===== src/rtl/up_pkg.sv =====
// Shared constants for the 8-bit accumulator microprocessor: memory geometry
// and the program-loader state encoding (also used by uP_CU).
package up_pkg;

   localparam int ADDR_W  = 5;
   localparam int DATA_W  = 8;
   localparam int DEPTH   = 32;
   localparam int STATE_W = 3;

   typedef enum logic [STATE_W-1:0] {
      LDR_IDLE   = 3'd0,
      LDR_LOAD   = 3'd1,
      LDR_FILL   = 3'd2,
      LDR_START  = 3'd3,
      LDR_RUN    = 3'd4,
      LDR_HALTED = 3'd5
   } ldr_state_e;

endpackage


===== src/rtl/up_mem_mux.sv =====
// Combinational RAM port select: the loader owns the port until the CPU is
// released, after which CPU address/data/write pass straight through.
module up_mem_mux
   import up_pkg::*;
#(
   parameter int ADDR_W = up_pkg::ADDR_W,
   parameter int DATA_W = up_pkg::DATA_W
) (
   input  logic              sel_cpu,
   input  logic [ADDR_W-1:0] ldr_addr,
   input  logic [DATA_W-1:0] ldr_wdata,
   input  logic              ldr_we,
   input  logic [ADDR_W-1:0] cpu_addr,
   input  logic [DATA_W-1:0] cpu_wdata,
   input  logic              cpu_we,
   output logic [ADDR_W-1:0] mem_addr,
   output logic [DATA_W-1:0] mem_wdata,
   output logic              mem_we
);

   assign mem_addr  = sel_cpu ? cpu_addr  : ldr_addr;
   assign mem_wdata = sel_cpu ? cpu_wdata : ldr_wdata;
   assign mem_we    = sel_cpu ? cpu_we    : ldr_we;

endmodule


===== src/rtl/up_prog_loader.sv =====
// Program loader and RAM-port arbiter: streams an image into RAM with the CPU
// held in reset, zero-fills the remainder, then hands the port to the CPU.
module up_prog_loader
   import up_pkg::*;
#(
   parameter int ADDR_W = up_pkg::ADDR_W,
   parameter int DATA_W = up_pkg::DATA_W,
   parameter int DEPTH  = up_pkg::DEPTH
) (
   input  logic              CLOCK,
   input  logic              RESET_N,
   input  logic              LOAD_REQ,
   input  logic              LD_VALID,
   input  logic [DATA_W-1:0] LD_DATA,
   input  logic              LD_LAST,
   output logic              LD_READY,
   input  logic [ADDR_W-1:0] CPU_ADDR,
   input  logic [DATA_W-1:0] CPU_WDATA,
   input  logic              CPU_WR,
   input  logic              CPU_HALT,
   output logic [DATA_W-1:0] CPU_RDATA,
   output logic              CPU_RESET_N,
   output logic [ADDR_W-1:0] MEM_ADDR,
   output logic [DATA_W-1:0] MEM_WDATA,
   output logic              MEM_WE,
   input  logic [DATA_W-1:0] MEM_RDATA,
   output logic              BUSY,
   output logic              DONE,
   output logic [ADDR_W:0]   LOAD_CNT,
   output logic [2:0]        STATE
);

   ldr_state_e        state;
   logic [ADDR_W-1:0] addr;
   logic [ADDR_W:0]   load_cnt;
   logic              cpu_reset_n;
   logic              handshake;
   logic              at_end;
   logic              sel_cpu;
   logic              ldr_we;
   logic [DATA_W-1:0] ldr_wdata;

   assign LD_READY  = (state == LDR_LOAD);
   assign handshake = LD_VALID && LD_READY;
   assign at_end    = (addr == ADDR_W'(DEPTH - 1));
   assign sel_cpu   = (state == LDR_RUN) || (state == LDR_HALTED);
   assign ldr_we    = handshake || (state == LDR_FILL);
   assign ldr_wdata = (state == LDR_FILL) ? '0 : LD_DATA;

   assign BUSY        = (state == LDR_LOAD) || (state == LDR_FILL) || (state == LDR_START);
   assign DONE        = (state == LDR_START);
   assign CPU_RESET_N = cpu_reset_n;
   assign CPU_RDATA   = MEM_RDATA;
   assign LOAD_CNT    = load_cnt;
   assign STATE       = state;

   // cpu_reset_n is updated alongside state so it is high exactly in RUN/HALTED
   always_ff @(posedge CLOCK or negedge RESET_N) begin
      if (!RESET_N) begin
         state       <= LDR_IDLE;
         addr        <= '0;
         load_cnt    <= '0;
         cpu_reset_n <= 1'b0;
      end else begin
         case (state)
            LDR_IDLE: begin
               if (LOAD_REQ) begin
                  state    <= LDR_LOAD;
                  addr     <= '0;
                  load_cnt <= '0;
               end
            end
            LDR_LOAD: begin
               if (handshake) begin
                  addr     <= addr + 1'b1;
                  load_cnt <= load_cnt + 1'b1;
                  if (at_end)
                     state <= LDR_START;
                  else if (LD_LAST)
                     state <= LDR_FILL;
               end
            end
            LDR_FILL: begin
               addr <= addr + 1'b1;
               if (at_end)
                  state <= LDR_START;
            end
            LDR_START: begin
               state       <= LDR_RUN;
               cpu_reset_n <= 1'b1;
            end
            LDR_RUN, LDR_HALTED: begin
               if (LOAD_REQ) begin
                  state       <= LDR_LOAD;
                  addr        <= '0;
                  load_cnt    <= '0;
                  cpu_reset_n <= 1'b0;
               end else if ((state == LDR_RUN) && CPU_HALT) begin
                  state <= LDR_HALTED;
               end
            end
            default: begin
               state       <= LDR_IDLE;
               cpu_reset_n <= 1'b0;
            end
         endcase
      end
   end

   up_mem_mux #(
      .ADDR_W (ADDR_W),
      .DATA_W (DATA_W)
   ) u_mem_mux (
      .sel_cpu   (sel_cpu),
      .ldr_addr  (addr),
      .ldr_wdata (ldr_wdata),
      .ldr_we    (ldr_we),
      .cpu_addr  (CPU_ADDR),
      .cpu_wdata (CPU_WDATA),
      .cpu_we    (CPU_WR),
      .mem_addr  (MEM_ADDR),
      .mem_wdata (MEM_WDATA),
      .mem_we    (MEM_WE)
   );

endmodule

===== config.mk =====
export PLATFORM = sky130hd
export DESIGN_NAME = up_prog_loader
export DESIGN_NICKNAME = d
export VERILOG_FILES = /design/src/rtl/up_pkg.sv /design/src/rtl/up_mem_mux.sv /design/src/rtl/up_prog_loader.sv
export SDC_FILE = /design/constraint.sdc
export NUM_CORES = 1
export LEC_CHECK = 0
export ABC_CLOCK_PERIOD_IN_PS = 2170
export BUFFER_PORTS_ARGS = -buffer_cell sky130_fd_sc_hd__buf_2
export CAP_MARGIN = 30
export CORE_MARGIN = 2
export CORE_UTILIZATION = 47
export DETAILED_ROUTE_END_ITERATION = 8
export PLACE_DENSITY = 0.91
export SYNTH_ARGS = -nofsm -noshare
export SYNTH_HDL_FRONTEND = slang
export SYNTH_SLANG_ARGS = --single-unit

===== constraint.sdc =====
create_clock -name CLOCK -period 2.17 [get_ports CLOCK]
set_input_delay 0 -clock CLOCK [delete_from_list [all_inputs] [get_ports CLOCK]]
set_output_delay 0 -clock CLOCK [all_outputs]
set_load 0.03 [all_outputs]

==> results of run 1 <==
metrics by stage:
step	power, mW	instances
floorplan	1.63	150
global placement	1.90	220
detailed placement	1.93	220
CTS	2.09	225
global route	2.26	225
finish	2.07	225
sequential cells by signal (all words and copies together) (netlist names):
signal / flops
CPU_RESET_N: 1
STATE: 3
addr: 5
LOAD_CNT: 6
worst max-delay path: cells and delay by family, from the launching register on:
family,cells,cell delay (ns)
flip-flops,1,0.60
buffers and inverters,2,0.45
AND/OR/NAND/NOR,1,0.09
AO/OA/AOI/OAI,2,0.42
placed cells by master, fill, tap and decap left out, types with 2 or more instances in the layout:
| master | n |
|---|---|
| nor2_1 | 10 |
| nor3_1 | 3 |
| nand2b_1 | 6 |
| o21bai_1 | 2 |
| nand4_1 | 2 |
| nand2_1 | 33 |
| clkbuf_4 | 3 |
| dfrtp_1 | 15 |
| a22o_1 | 3 |
| mux2i_1 | 2 |
| buf_2 | 54 |
| buf_4 | 3 |
| a21o_1 | 3 |
| ha_1 | 3 |
| inv_1 | 3 |
| o22ai_1 | 8 |
| o21ai_0 | 7 |
| a21oi_1 | 13 |
| nand3_1 | 3 |
worst max path at each step:
stage | start | to | slack (ns) | cells past startpoint
global placement | STATE[1] | MEM_WE | 0.64 | 5
CTS | STATE[1] | MEM_WE | 0.32 | 5
finish | STATE[1] | MEM_WE | 0.32 | 5
global route | STATE[1] | MEM_WE | 0.14 | 5
floorplan | STATE[1] | BUSY | 0.56 | 5
detailed placement | STATE[1] | addr[3] | 0.61 | 4
power groups by stage:
stage | clock, mW | combinational, mW | sequential [mW]
5_1_grt | 0.174 | 1.53 | 0.555
2_1_floorplan | 0 | 1.06 | 0.567
4_1_cts | 0.161 | 1.40 | 0.528
3_5_place_dp | 0 | 1.39 | 0.536
3_3_place_gp | 0 | 1.37 | 0.528
6_report | 0.155 | 1.39 | 0.529
cell families after synthesis:
| kind of cell | after synthesis | synth area share |
|---|---|---|
| buffers and inverters | 20 | 0.109 |
| DFF | 15 | 0.313 |
| muxes | 3 | 0.0292 |
| AOI/OAI and AO/OA | 44 | 0.264 |
| adders and majority gates | 3 | 0.0313 |
| and+or+nand+nor | 65 | 0.253 |
synth_stat cells, drive strengths merged:
cell type  number
nand3           3
buf            15
nor3            3
nor2           10
nand2          33
inv             3
mux2i           2
and2b           1
nand2b          6
dfrtp          15
nor2b           2
a22oi           2
a21oi          13
o22ai           8
a2111oi         2
o211ai          2
clkbuf          2
or3             1
mux2            1
nand4           2
o21ai           7
or2             1
a31o            1
ha              3
a22o            3
and2            2
o21bai          2
a21o            3
and3            1
a221oi          1
routing by layer:
metal | GRT usage | share of wire
met5 | 0 | 0
met4 | 0.0375 | 0.0080
met3 | 0.0656 | 0.059
met2 | 0.321 | 0.48
met1 | 0.261 | 0.45
layout make-up:
type | count | area [µm²] | share of cell area
multi-input cells | 115 | 693 | 0.479
well taps | 30 | 37.5 | 0.0260
clock buffers | 4 | 26.3 | 0.0182
inverters | 3 | 11.3 | 0.00779
repair buffers | 58 | 303 | 0.209
flip-flops and latches | 15 | 375 | 0.260
repair_timing:
item / 4_1_cts / 5_1_grt
buffers inserted: 0 / 0
endpoints found under the hold margin: 15 / 0
hold buffers: 1 / 0
resized for setup: 0 / 0
setup endpoints to repair: 0 / 0
==> impl_table.tex, run 1 <==
\begin{tabular}{lr}
\hline
Metric & Value \\
\hline
\multicolumn{2}{l}{\textbf{Drt}} \\
\quad Via count normalized by instance count & 5.23 \\
\quad Detailed-route wire length per cell & 12.2 µm \\
\quad Initial DRC Count & 26 \\
\quad Residual DRC & 0 \\
\quad Number of vias after detailed routing & 1177 \\
\quad Total wirelength of the detailed-routed design & 2750 µm \\
\quad Count of TritonRoute iterations in the first routing pass & 4 \\
\quad Antenna viol nets, final & 0 \\
\multicolumn{2}{l}{\textbf{Floorplanning}} \\
\quad Die X & about 55 µm \\
\quad Starting density of the core & 0.489 \\
\quad Chip Height & 54.5 µm \\
\quad Full die area & 2970 µm² \\
\quad Core area & 2450 µm² \\
\quad Number of top-level pins & 71 \\
\quad Floorplan row count & 18 \\
\multicolumn{2}{l}{\textbf{Clock network}} \\
\quad Number of H-tree branching levels & 1 \\
\quad Maximum buffer depth of the clock tree & 2 \\
\quad Root cell of the clock tree & clkbuf\_4 \\
\quad Clock Sinks & 15 \\
\quad Clock latency of the later-clocked register in the worst-skew pair & 0.28 ns \\
\quad CTS tree & done \\
\quad Reg clk slew, reported paths & approximately 0.080 ns \\
\quad Number of buffers added by the clock tree synthesis step & 3 \\
\multicolumn{2}{l}{\textbf{Worst hold path}} \\
\quad Tightest Hold Check Type & in2out \\
\quad Count of cells along the worst hold path & 0 \\
\quad Hold Path Sink & CPU\_RDATA[4] \\
\quad Hold path start & MEM\_RDATA[4] \\
\multicolumn{2}{l}{\textbf{Global route}} \\
\quad Wire length of the first global-routing pass & 4260 µm \\
\quad Pin count of the biggest net entering global routing & 16 \\
\quad Remaining global-route overflow & 0 \\
\quad Initial antenna violation count & 0 \\
\quad Via count of the first global-routing pass & 940 \\
\quad Overall routing resource usage & 0.199 \\
\multicolumn{2}{l}{\textbf{Critical path}} \\
\quad R2R depth & 6 \\
\quad Startpoint type of the worst setup path & register \\
\quad Crit end category & output port \\
\quad Maximum cell stage delay along the critical path & around 0.60 ns \\
\quad Worst reg2reg setup slack & just over 0.6 ns \\
\quad RR Startpoint & addr[0] \\
\quad Reg-to-reg endpoint & STATE[0] \\
\quad Cells along the critical path & buf\_4, nand2b\_1, a21oi\_1, a21o\_1, buf\_2 \\
\quad Worst endpoint data arrival time & around 1.9 ns \\
\quad Required time of the worst setup path & 2.17 ns \\
\quad Slowest library cell on the worst path & dfrtp\_1 \\
\quad Critical path peak fanout & 15 \\
\quad Crit Path Category & reg2out \\
\multicolumn{2}{l}{\textbf{Power}} \\
\quad Pwr dens & 1430 nW/µm² \\
\quad Leakage power total & 0.763 nW \\
\quad Combinational Power Share & 0.670 \\
\quad Internal power consumption & 0.930 mW \\
\quad Clk pwr share & 0.075 \\
\quad Fraction of power spent switching nets & 0.551 \\
\quad Switching power & 1.14 mW \\
\quad Flop pwr share & 0.255 \\
\quad VDD IR max & 931 µV \\
\multicolumn{2}{l}{\textbf{STA}} \\
\quad Time the worst path needs with I/O delays and setup & 1.85 ns \\
\quad Peak clock frequency supported by timing & roughly 540 MHz \\
\quad Post-Route Skew & 0.00435 ns \\
\quad Transition time at the pin with the least slew margin & 0.518 ns \\
\quad Normalized max-slew margin & 0.646 \\
\quad Setup ws final & approximately 0.32 ns \\
\quad Slew Viols, Final & 0 \\
\quad Final setup fails & 0 \\
\quad Unrepaired setup endpoints after global routing & false \\
\quad Worst-case hold slack & 0.0000116 ns \\
\quad Total negative slack & 0 ns \\
\quad Number of hold violations in the final report & 0 \\
\quad Final critical-path share of the clock period & 0.853 \\
\multicolumn{2}{l}{\textbf{Cells and area}} \\
\quad Number of filler cells placed in the layout & 239 \\
\quad Post-layout utilization of the core & 0.589 \\
\quad Fraction of layout instances using a drive strength above 1 & 0.354 \\
\quad Synth-to-layout area growth & 20.5\% \\
\quad Number of nets in the final layout & 235 \\
\quad Post-Layout Inst Area & 1450 µm² \\
\quad Antenna diodes & 0 \\
\multicolumn{2}{l}{\textbf{Synth}} \\
\quad Number of cells produced by synthesis & 150 \\
\quad Post-Syn Area & 1200 µm² \\
\quad Biggest area consumer among synthesized cells & dfrtp\_1 \\
\quad Number of unique standard cell types used by synthesis & 38 \\
\quad Number of warnings issued by yosys & 0 \\
\quad Number of synthesized register bits & 15 \\
\quad Synthesized netlist net count & 189 \\
\quad Synth top area share & 0.313 \\
\quad Post-synthesis average cell area & around 8.0 µm² \\
\quad Synth top area cells & dfrtp\_1, nand2\_1, a21oi\_1 \\
\quad Post-synthesis sequential area ratio & 0.313 \\
\multicolumn{2}{l}{\textbf{Status}} \\
\quad Result of the run & completed \\
\multicolumn{2}{l}{\textbf{Placed design}} \\
\quad DP Worst Slack & 0.609 ns \\
\quad Number of buffers added on ports & 54 \\
\quad Routability congestion estimate from global placement & around 0.81 \\
\quad Half-perimeter wire length of the detailed placement result & 2170 µm \\
\quad Placed instance area & 1410 µm² \\
\multicolumn{2}{l}{\textbf{Flow run}} \\
\quad Max Cap Violations & 0 \\
\hline
\end{tabular}
Note: power is estimated with default switching activity, not from simulation.
==> inputs of run 2 (changes only) <==
--- a/config.mk
+++ b/config.mk
@@ -12,6 +12,7 @@
 export CORE_UTILIZATION = 47
 export DETAILED_ROUTE_END_ITERATION = 8
 export PLACE_DENSITY = 0.91
+export RECOVER_POWER = 50
 export SYNTH_ARGS = -nofsm -noshare
 export SYNTH_HDL_FRONTEND = slang
 export SYNTH_SLANG_ARGS = --single-unit
==> run 2 against run 1 <==
- fmax barely moved
- count of clock-buffer cells in the layout did not move
- largest power group unchanged
- core utilization decreased by 0.46 points
- sequential share of layout area rose by 0.20 points
- clock skew is essentially flat
- first-iteration DRC count increased by 12%
- routed wire length increased by 0.44%
- global-route usage did not move
- critical endpoint unchanged
==> impl_table.tex, run 2 (synthesis results as in run 1) <==
\begin{tabular}{lr}
\hline
Metric & Value \\
\hline
\multicolumn{2}{l}{\textbf{STA}} \\
\quad Final critical-path share of the clock period & 0.854 (was 0.853) \\
\quad Setup ws final & 0.317 ns (was 0.318 ns) \\
\quad Final setup fails & 0 (unchanged) \\
\quad Worst-case hold slack & 0.0000116 ns (unchanged) \\
\quad Peak clock frequency supported by timing & 540 MHz (about the same) \\
\quad Number of hold violations in the final report & 0 (unchanged) \\
\quad Normalized max-slew margin & 0.439 (was 0.646) \\
\quad Slew Viols, Final & 0 (unchanged) \\
\quad Time the worst path needs with I/O delays and setup & 1.85 ns (about the same) \\
\quad Unrepaired setup endpoints after global routing & false (unchanged) \\
\quad Transition time at the pin with the least slew margin & 0.841 ns (was 0.518 ns) \\
\quad Post-Route Skew & 0.00434 ns (was 0.00435 ns) \\
\quad Total negative slack & 0 ns (unchanged) \\
\multicolumn{2}{l}{\textbf{Placed design}} \\
\quad Half-perimeter wire length of the detailed placement result & 2170 µm (unchanged) \\
\quad DP Worst Slack & 0.609 ns (unchanged) \\
\quad Routability congestion estimate from global placement & 0.808 (unchanged) \\
\quad DP Cell Count & 220 (unchanged) \\
\quad Placed instance area & 1410 µm² (unchanged) \\
\quad Number of buffers added on ports & 54 (unchanged) \\
\multicolumn{2}{l}{\textbf{Critical path}} \\
\quad CP top delay family & flip-flops (unchanged) \\
\quad Crit end category & output port (unchanged) \\
\quad Critical path peak fanout & 15 (unchanged) \\
\quad Required time of the worst setup path & 2.17 ns (about the same) \\
\quad Worst endpoint data arrival time & 1.85 ns (about the same) \\
\quad Crit Path Category & reg2out (unchanged) \\
\quad Number of buffers and inverters on the critical path & 2 (unchanged) \\
\quad Startpoint type of the worst setup path & register (unchanged) \\
\quad Maximum cell stage delay along the critical path & 0.61 ns (was 0.60 ns) \\
\quad Cells along the critical path & buf\_4, nand2b\_1, a21oi\_1, a21o\_1, buf\_2 (unchanged) \\
\quad Slowest library cell on the worst path & dfrtp\_1 (unchanged) \\
\multicolumn{2}{l}{\textbf{Drt}} \\
\quad Detailed-route wire length per cell & 12.3 µm (was 12.2 µm) \\
\quad Number of vias after detailed routing & 1179 (was 1177) \\
\quad Antenna viol nets, final & 0 (unchanged) \\
\quad Total wirelength of the detailed-routed design & 2770 µm (was 2750 µm) \\
\quad Count of TritonRoute iterations in the first routing pass & 4 (unchanged) \\
\quad Initial DRC Count & 29 (was 26) \\
\quad Via count normalized by instance count & 5.24 (was 5.23) \\
\quad Residual DRC & 0 (unchanged) \\
\multicolumn{2}{l}{\textbf{Power}} \\
\quad Combinational Power Share & 0.668 (was 0.670) \\
\quad Leakage power total & 0.731 nW (was 0.763 nW) \\
\quad Pwr dens & 1440 nW/µm² (was 1430 nW/µm²) \\
\quad Flop pwr share & 0.257 (was 0.255) \\
\quad Pwr Total & 2.06 mW (was 2.07 mW) \\
\quad Fraction of power spent switching nets & 0.555 (was 0.551) \\
\quad VDD IR max & 931 µV (about the same) \\
\quad Clk pwr share & 0.075 (about the same) \\
\quad Switching power & 1.15 mW (was 1.14 mW) \\
\quad Internal power consumption & 0.919 mW (was 0.930 mW) \\
\multicolumn{2}{l}{\textbf{Clock network}} \\
\quad CTS tree & done (unchanged) \\
\quad Number of buffers added by the clock tree synthesis step & 3 (unchanged) \\
\quad Root cell of the clock tree & clkbuf\_4 (unchanged) \\
\quad Reg clk slew, reported paths & 0.08 ns (about the same) \\
\quad Post-CTS setup repair buffer count & 0 (unchanged) \\
\quad Maximum buffer depth of the clock tree & 2 (unchanged) \\
\quad Clock Sinks & 15 (unchanged) \\
\quad Number of H-tree branching levels & 1 (unchanged) \\
\quad Clock latency of the later-clocked register in the worst-skew pair & 0.28 ns (about the same) \\
\multicolumn{2}{l}{\textbf{Global route}} \\
\quad Overall routing resource usage & 0.199 (unchanged) \\
\quad Pin count of the biggest net entering global routing & 16 (unchanged) \\
\quad Remaining global-route overflow & 0 (unchanged) \\
\quad Wire length of the first global-routing pass & 4260 µm (unchanged) \\
\quad Initial antenna violation count & 0 (unchanged) \\
\quad Via count of the first global-routing pass & 940 (unchanged) \\
\multicolumn{2}{l}{\textbf{Worst hold path}} \\
\quad Tightest Hold Check Type & in2out (unchanged) \\
\multicolumn{2}{l}{\textbf{Cells and area}} \\
\quad Fin cells & 225 (unchanged) \\
\quad Fraction of layout instances using a drive strength above 1 & 0.308 (was 0.354) \\
\quad Commonest non-fill, non-tap cells in the layout & buf\_2, nand2\_1, dfrtp\_1, a21oi\_1 (was buf\_2, nand2\_1, dfrtp\_1, a21oi\_1, nor2\_1) \\
\quad Post-Layout Inst Area & 1440 µm² (was 1450 µm²) \\
\quad Number of nets in the final layout & 235 (unchanged) \\
\quad Synth-to-layout area growth & 19.6\% (was 20.5\%) \\
\quad Flip-flop count of the largest register, all copies and words added & 6 (unchanged) \\
\quad Antenna diodes & 0 (unchanged) \\
\quad Post-layout utilization of the core & 0.585 (was 0.589) \\
\quad Most frequent standard cell in the layout excluding fill and tap cells & buf\_2 (unchanged) \\
\multicolumn{2}{l}{\textbf{Floorplanning}} \\
\quad Number of top-level pins & 71 (unchanged) \\
\quad Floorplan row count & 18 (unchanged) \\
\quad Chip Height & 54.5 µm (unchanged) \\
\quad Core area & 2450 µm² (unchanged) \\
\quad Starting density of the core & 0.489 (unchanged) \\
\quad Full die area & 2970 µm² (unchanged) \\
\quad Die X & 54.5 µm (unchanged) \\
\multicolumn{2}{l}{\textbf{Status}} \\
\quad Result of the run & completed (unchanged) \\
\multicolumn{2}{l}{\textbf{Flow run}} \\
\quad Max Cap Violations & 0 (unchanged) \\
\hline
\end{tabular}
[run 2: cell count changes in the layout (fill, tap and decap cells not counted), sizes merged]
cell,previous run,this run
buf,57,48
clkbuf,4,13
[run 2: power by group through the flow]
stage / Sequential (mW) / Clock, mW / Combinational (mW)
2_1_floorplan: 0.567 / 0 / 1.06
3_3_place_gp: 0.528 / 0 / 1.37
3_5_place_dp: 0.536 / 0 / 1.39
4_1_cts: 0.528 / 0.161 / 1.40
5_1_grt: 0.556 / 0.174 / 1.52
6_report: 0.530 / 0.155 / 1.38
[run 2: layout make-up]
type	count	area (µm²)
sequential	15	375
multi-input combinational	115	693
clock buffer	4	26.3
fill	243	1020
timing repair buffer	58	292
inverter	3	11.3
tap	30	37.5
[run 2: worst paths after layout]
kind / from / to / slack, ns / cells past startpoint
hold / removal: MEM_RDATA[4] / CPU_RDATA[4] / 0.00001 / 0
hold reg to reg: CPU_RESET_N / CPU_RESET_N / 0.53 / 2
min in group asynchronous: RESET_N / addr[2] / 0.33 / 2
max in group asynchronous: RESET_N / STATE[2] / 1.32 / 2
setup / recovery: STATE[1] / MEM_WE / 0.32 / 5
setup reg to reg: addr[0] / STATE[0] / 0.61 / 6
[run 2: metal layers]
metal	share of wire	vias to the layer above	wire, µm	global-route usage
li1	-	607	-	-
met1	0.45	534	1250	0.261
met2	0.48	34	1330	0.321
met3	0.059	4	164	0.0656
met4	0.0080	0	22	0.0375
met5	0	-	0	0
[run 2: repair_timing]
item	CTS	global route
hold buffers	1	0
resized for setup	0	0
endpoints found under the setup margin	0	0
hold endpoints to repair	15	0
[run 2: worst register-to-register path, stage by stage, from the launching register on]
cell and delay [ns]:
dfrtp_1 0.41, ha_1 0.18, and3_1 0.16, ha_1 0.19, nor2_1 0.05, a31o_2 0.25, a221oi_1 0.22
==> inputs of run 3 (changes only) <==
--- a/config.mk
+++ b/config.mk
@@ -13,6 +13,7 @@
 export DETAILED_ROUTE_END_ITERATION = 8
 export PLACE_DENSITY = 0.91
 export RECOVER_POWER = 50
+export REMOVE_ABC_BUFFERS = 1
 export SYNTH_ARGS = -nofsm -noshare
 export SYNTH_HDL_FRONTEND = slang
 export SYNTH_SLANG_ARGS = --single-unit
==> run 3 against run 2 <==
- design area increased by 0.52%
- flip-flop and latch count did not move
- combinational power barely moved
- worst hold slack is essentially flat
- clock skew hardly changed
==> impl_table.tex, run 3 (synthesis results as in run 1) <==
\begin{tabular}{lr}
\hline
Metric & Value \\
\hline
\multicolumn{2}{l}{\textbf{Status}} \\
\quad Result of the run & completed (unchanged) \\
\multicolumn{2}{l}{\textbf{STA}} \\
\quad Unrepaired setup endpoints after global routing & false (unchanged) \\
\quad Setup ws final & 0.278 ns (was 0.317 ns) \\
\quad Final critical-path share of the clock period & 0.872 (was 0.854) \\
\quad Normalized max-slew margin & 0.442 (was 0.439) \\
\quad Peak clock frequency supported by timing & 528 MHz (was 540 MHz) \\
\quad Final setup fails & 0 (unchanged) \\
\quad Slew Viols, Final & 0 (unchanged) \\
\quad Post-Route Skew & 0.00464 ns (was 0.00434 ns) \\
\quad Total negative slack & 0 ns (unchanged) \\
\quad Worst-case hold slack & 0.000217 ns (was 0.0000116 ns) \\
\quad Transition time at the pin with the least slew margin & 0.836 ns (was 0.841 ns) \\
\quad Number of hold violations in the final report & 0 (unchanged) \\
\quad Time the worst path needs with I/O delays and setup & 1.89 ns (was 1.85 ns) \\
\multicolumn{2}{l}{\textbf{Drt}} \\
\quad Detailed-route wire length per cell & 13.2 µm (was 12.3 µm) \\
\quad Count of TritonRoute iterations in the first routing pass & 4 (unchanged) \\
\quad Number of vias after detailed routing & 1246 (was 1179) \\
\quad Via count normalized by instance count & 5.51 (was 5.24) \\
\quad Antenna viol nets, final & 0 (unchanged) \\
\quad Initial DRC Count & 28 (was 29) \\
\quad Residual DRC & 0 (unchanged) \\
\quad Total wirelength of the detailed-routed design & 2990 µm (was 2770 µm) \\
\multicolumn{2}{l}{\textbf{Critical path}} \\
\quad Worst endpoint data arrival time & 1.89 ns (was 1.85 ns) \\
\quad Crit end category & output port (unchanged) \\
\quad Cells along the critical path & buf\_4, nand2\_1, o22ai\_1, a21oi\_1, buf\_2 (was buf\_4, nand2b\_1, a21oi\_1, a21o\_1, buf\_2) \\
\quad Maximum cell stage delay along the critical path & 0.56 ns (was 0.61 ns) \\
\quad Startpoint type of the worst setup path & register (unchanged) \\
\quad Required time of the worst setup path & 2.17 ns (about the same) \\
\quad Crit Path Category & reg2out (unchanged) \\
\quad Critical path peak fanout & 14 (was 15) \\
\quad Slowest library cell on the worst path & dfrtp\_1 (unchanged) \\
\multicolumn{2}{l}{\textbf{Clock network}} \\
\quad Number of H-tree branching levels & 1 (unchanged) \\
\quad Clock latency of the later-clocked register in the worst-skew pair & 0.29 ns (was 0.28 ns) \\
\quad Root cell of the clock tree & clkbuf\_4 (unchanged) \\
\quad CTS tree & done (unchanged) \\
\quad Clock Sinks & 15 (unchanged) \\
\quad Maximum buffer depth of the clock tree & 2 (unchanged) \\
\quad Number of buffers added by the clock tree synthesis step & 3 (unchanged) \\
\quad Post-CTS setup repair buffer count & 0 (unchanged) \\
\quad Reg clk slew, reported paths & 0.09 ns (was 0.08 ns) \\
\multicolumn{2}{l}{\textbf{Floorplanning}} \\
\quad Chip Height & 54.5 µm (unchanged) \\
\quad Die X & 54.5 µm (unchanged) \\
\quad Core area & 2450 µm² (unchanged) \\
\quad Starting density of the core & 0.489 (unchanged) \\
\quad Floorplan row count & 18 (unchanged) \\
\quad Full die area & 2970 µm² (unchanged) \\
\quad Number of top-level pins & 71 (unchanged) \\
\multicolumn{2}{l}{\textbf{Global route}} \\
\quad Initial antenna violation count & 0 (unchanged) \\
\quad Overall routing resource usage & 0.222 (was 0.199) \\
\quad Wire length of the first global-routing pass & 4730 µm (was 4260 µm) \\
\quad Pin count of the biggest net entering global routing & 20 (was 16) \\
\quad Remaining global-route overflow & 0 (unchanged) \\
\quad Via count of the first global-routing pass & 1070 (was 940) \\
\multicolumn{2}{l}{\textbf{Power}} \\
\quad Clk pwr share & 0.080 (was 0.075) \\
\quad Internal power consumption & 0.911 mW (was 0.919 mW) \\
\quad Switching power & 1.17 mW (was 1.15 mW) \\
\quad Flop pwr share & 0.251 (was 0.257) \\
\quad Fraction of power spent switching nets & 0.562 (was 0.555) \\
\quad Combinational Power Share & 0.669 (was 0.668) \\
\quad VDD IR max & 977 µV (was 931 µV) \\
\quad Leakage power total & 0.734 nW (was 0.731 nW) \\
\quad Pwr dens & 1440 nW/µm² (about the same) \\
\multicolumn{2}{l}{\textbf{Cells and area}} \\
\quad Most frequent standard cell in the layout excluding fill and tap cells & buf\_2 (unchanged) \\
\quad Commonest non-fill, non-tap cells in the layout & buf\_2, nand2\_1, dfrtp\_1, a21oi\_1 (unchanged) \\
\quad Synth-to-layout area growth & 20.2\% (was 19.6\%) \\
\quad Fraction of layout instances using a drive strength above 1 & 0.306 (was 0.308) \\
\quad Fin cells & 226 (was 225) \\
\quad Number of nets in the final layout & 236 (was 235) \\
\quad Flip-flop count of the largest register, all copies and words added & 6 (unchanged) \\
\quad Post-layout utilization of the core & 0.588 (was 0.585) \\
\quad Antenna diodes & 0 (unchanged) \\
\multicolumn{2}{l}{\textbf{Placed design}} \\
\quad DP Worst Slack & 0.592 ns (was 0.609 ns) \\
\quad Number of buffers added on ports & 54 (unchanged) \\
\quad Routability congestion estimate from global placement & 0.791 (was 0.808) \\
\quad DP Cell Count & 220 (unchanged) \\
\quad Half-perimeter wire length of the detailed placement result & 2250 µm (was 2170 µm) \\
\multicolumn{2}{l}{\textbf{Worst hold path}} \\
\quad Tightest Hold Check Type & in2out (unchanged) \\
\multicolumn{2}{l}{\textbf{Flow run}} \\
\quad Max Cap Violations & 0 (unchanged) \\
\hline
\end{tabular}
## run 3: changes by cell type in the layout (fill, tap and decap cells not counted)
cell and delta:
dlygate4sd3_1 +1, buf_4 -1, clkinv_2 +1
## run 3: final cells by class
cell class / count / area [µm²]
repair buffers: 59 / 298
inverters: 3 / 11.3
clock inverters: 1 / 5.00
multi-input cells: 115 / 693
fillers: 235 / 1010
well taps: 30 / 37.5
flip-flops and latches: 15 / 375
clock buffers: 3 / 22.5
## run 3: power by group through the flow
stage | Combinational [mW] | Sequential, mW | Clock, mW
5_1_grt | 1.51 | 0.543 | 0.183
2_1_floorplan | 0.895 | 0.631 | 0
3_5_place_dp | 1.40 | 0.524 | 0
3_3_place_gp | 1.38 | 0.516 | 0
4_1_cts | 1.41 | 0.518 | 0.170
6_report | 1.39 | 0.523 | 0.167
## run 3: stage by stage
stage	power, mW	area, µm²
final	2.08	1440
after global routing	2.24	1440
after CTS	2.10	1460
after detailed placement	1.92	1410
after global placement	1.90	1410
after floorplan	1.53	1080
## run 3: per-layer routing
metal	vias up	track usage	part of all wire
li1	613	-	-
met1	578	0.281	0.44
met2	48	0.339	0.48
met3	7	0.0765	0.065
met4	0	0.100	0.018
met5	-	0	0
## run 3: worst paths after layout
kind	start	endpoint	slack, ns	cells after the start
max in group asynchronous	RESET_N	STATE[2]	1.34	2
min in group asynchronous	RESET_N	LOAD_CNT[5]	0.31	2
hold / removal	MEM_RDATA[0]	CPU_RDATA[0]	0.0002	0
setup / recovery	STATE[2]	MEM_WDATA[4]	0.28	5
setup reg to reg	STATE[1]	STATE[0]	0.45	3
hold reg to reg	CPU_RESET_N	CPU_RESET_N	0.51	2
## run 3: repair_timing
item | CTS | global route
hold buffers | 2 | 0
endpoints found under the hold margin | 16 | 0
gates resized for setup | 0 | 0
## run 3: critical path, delay by kind of cell (launching register included)
family | cells | cell delay (ns)
and+or+nand+nor | 1 | 0.30
AOI/OAI and AO/OA | 2 | 0.28
DFF | 1 | 0.56
buffers and inverters | 2 | 0.46
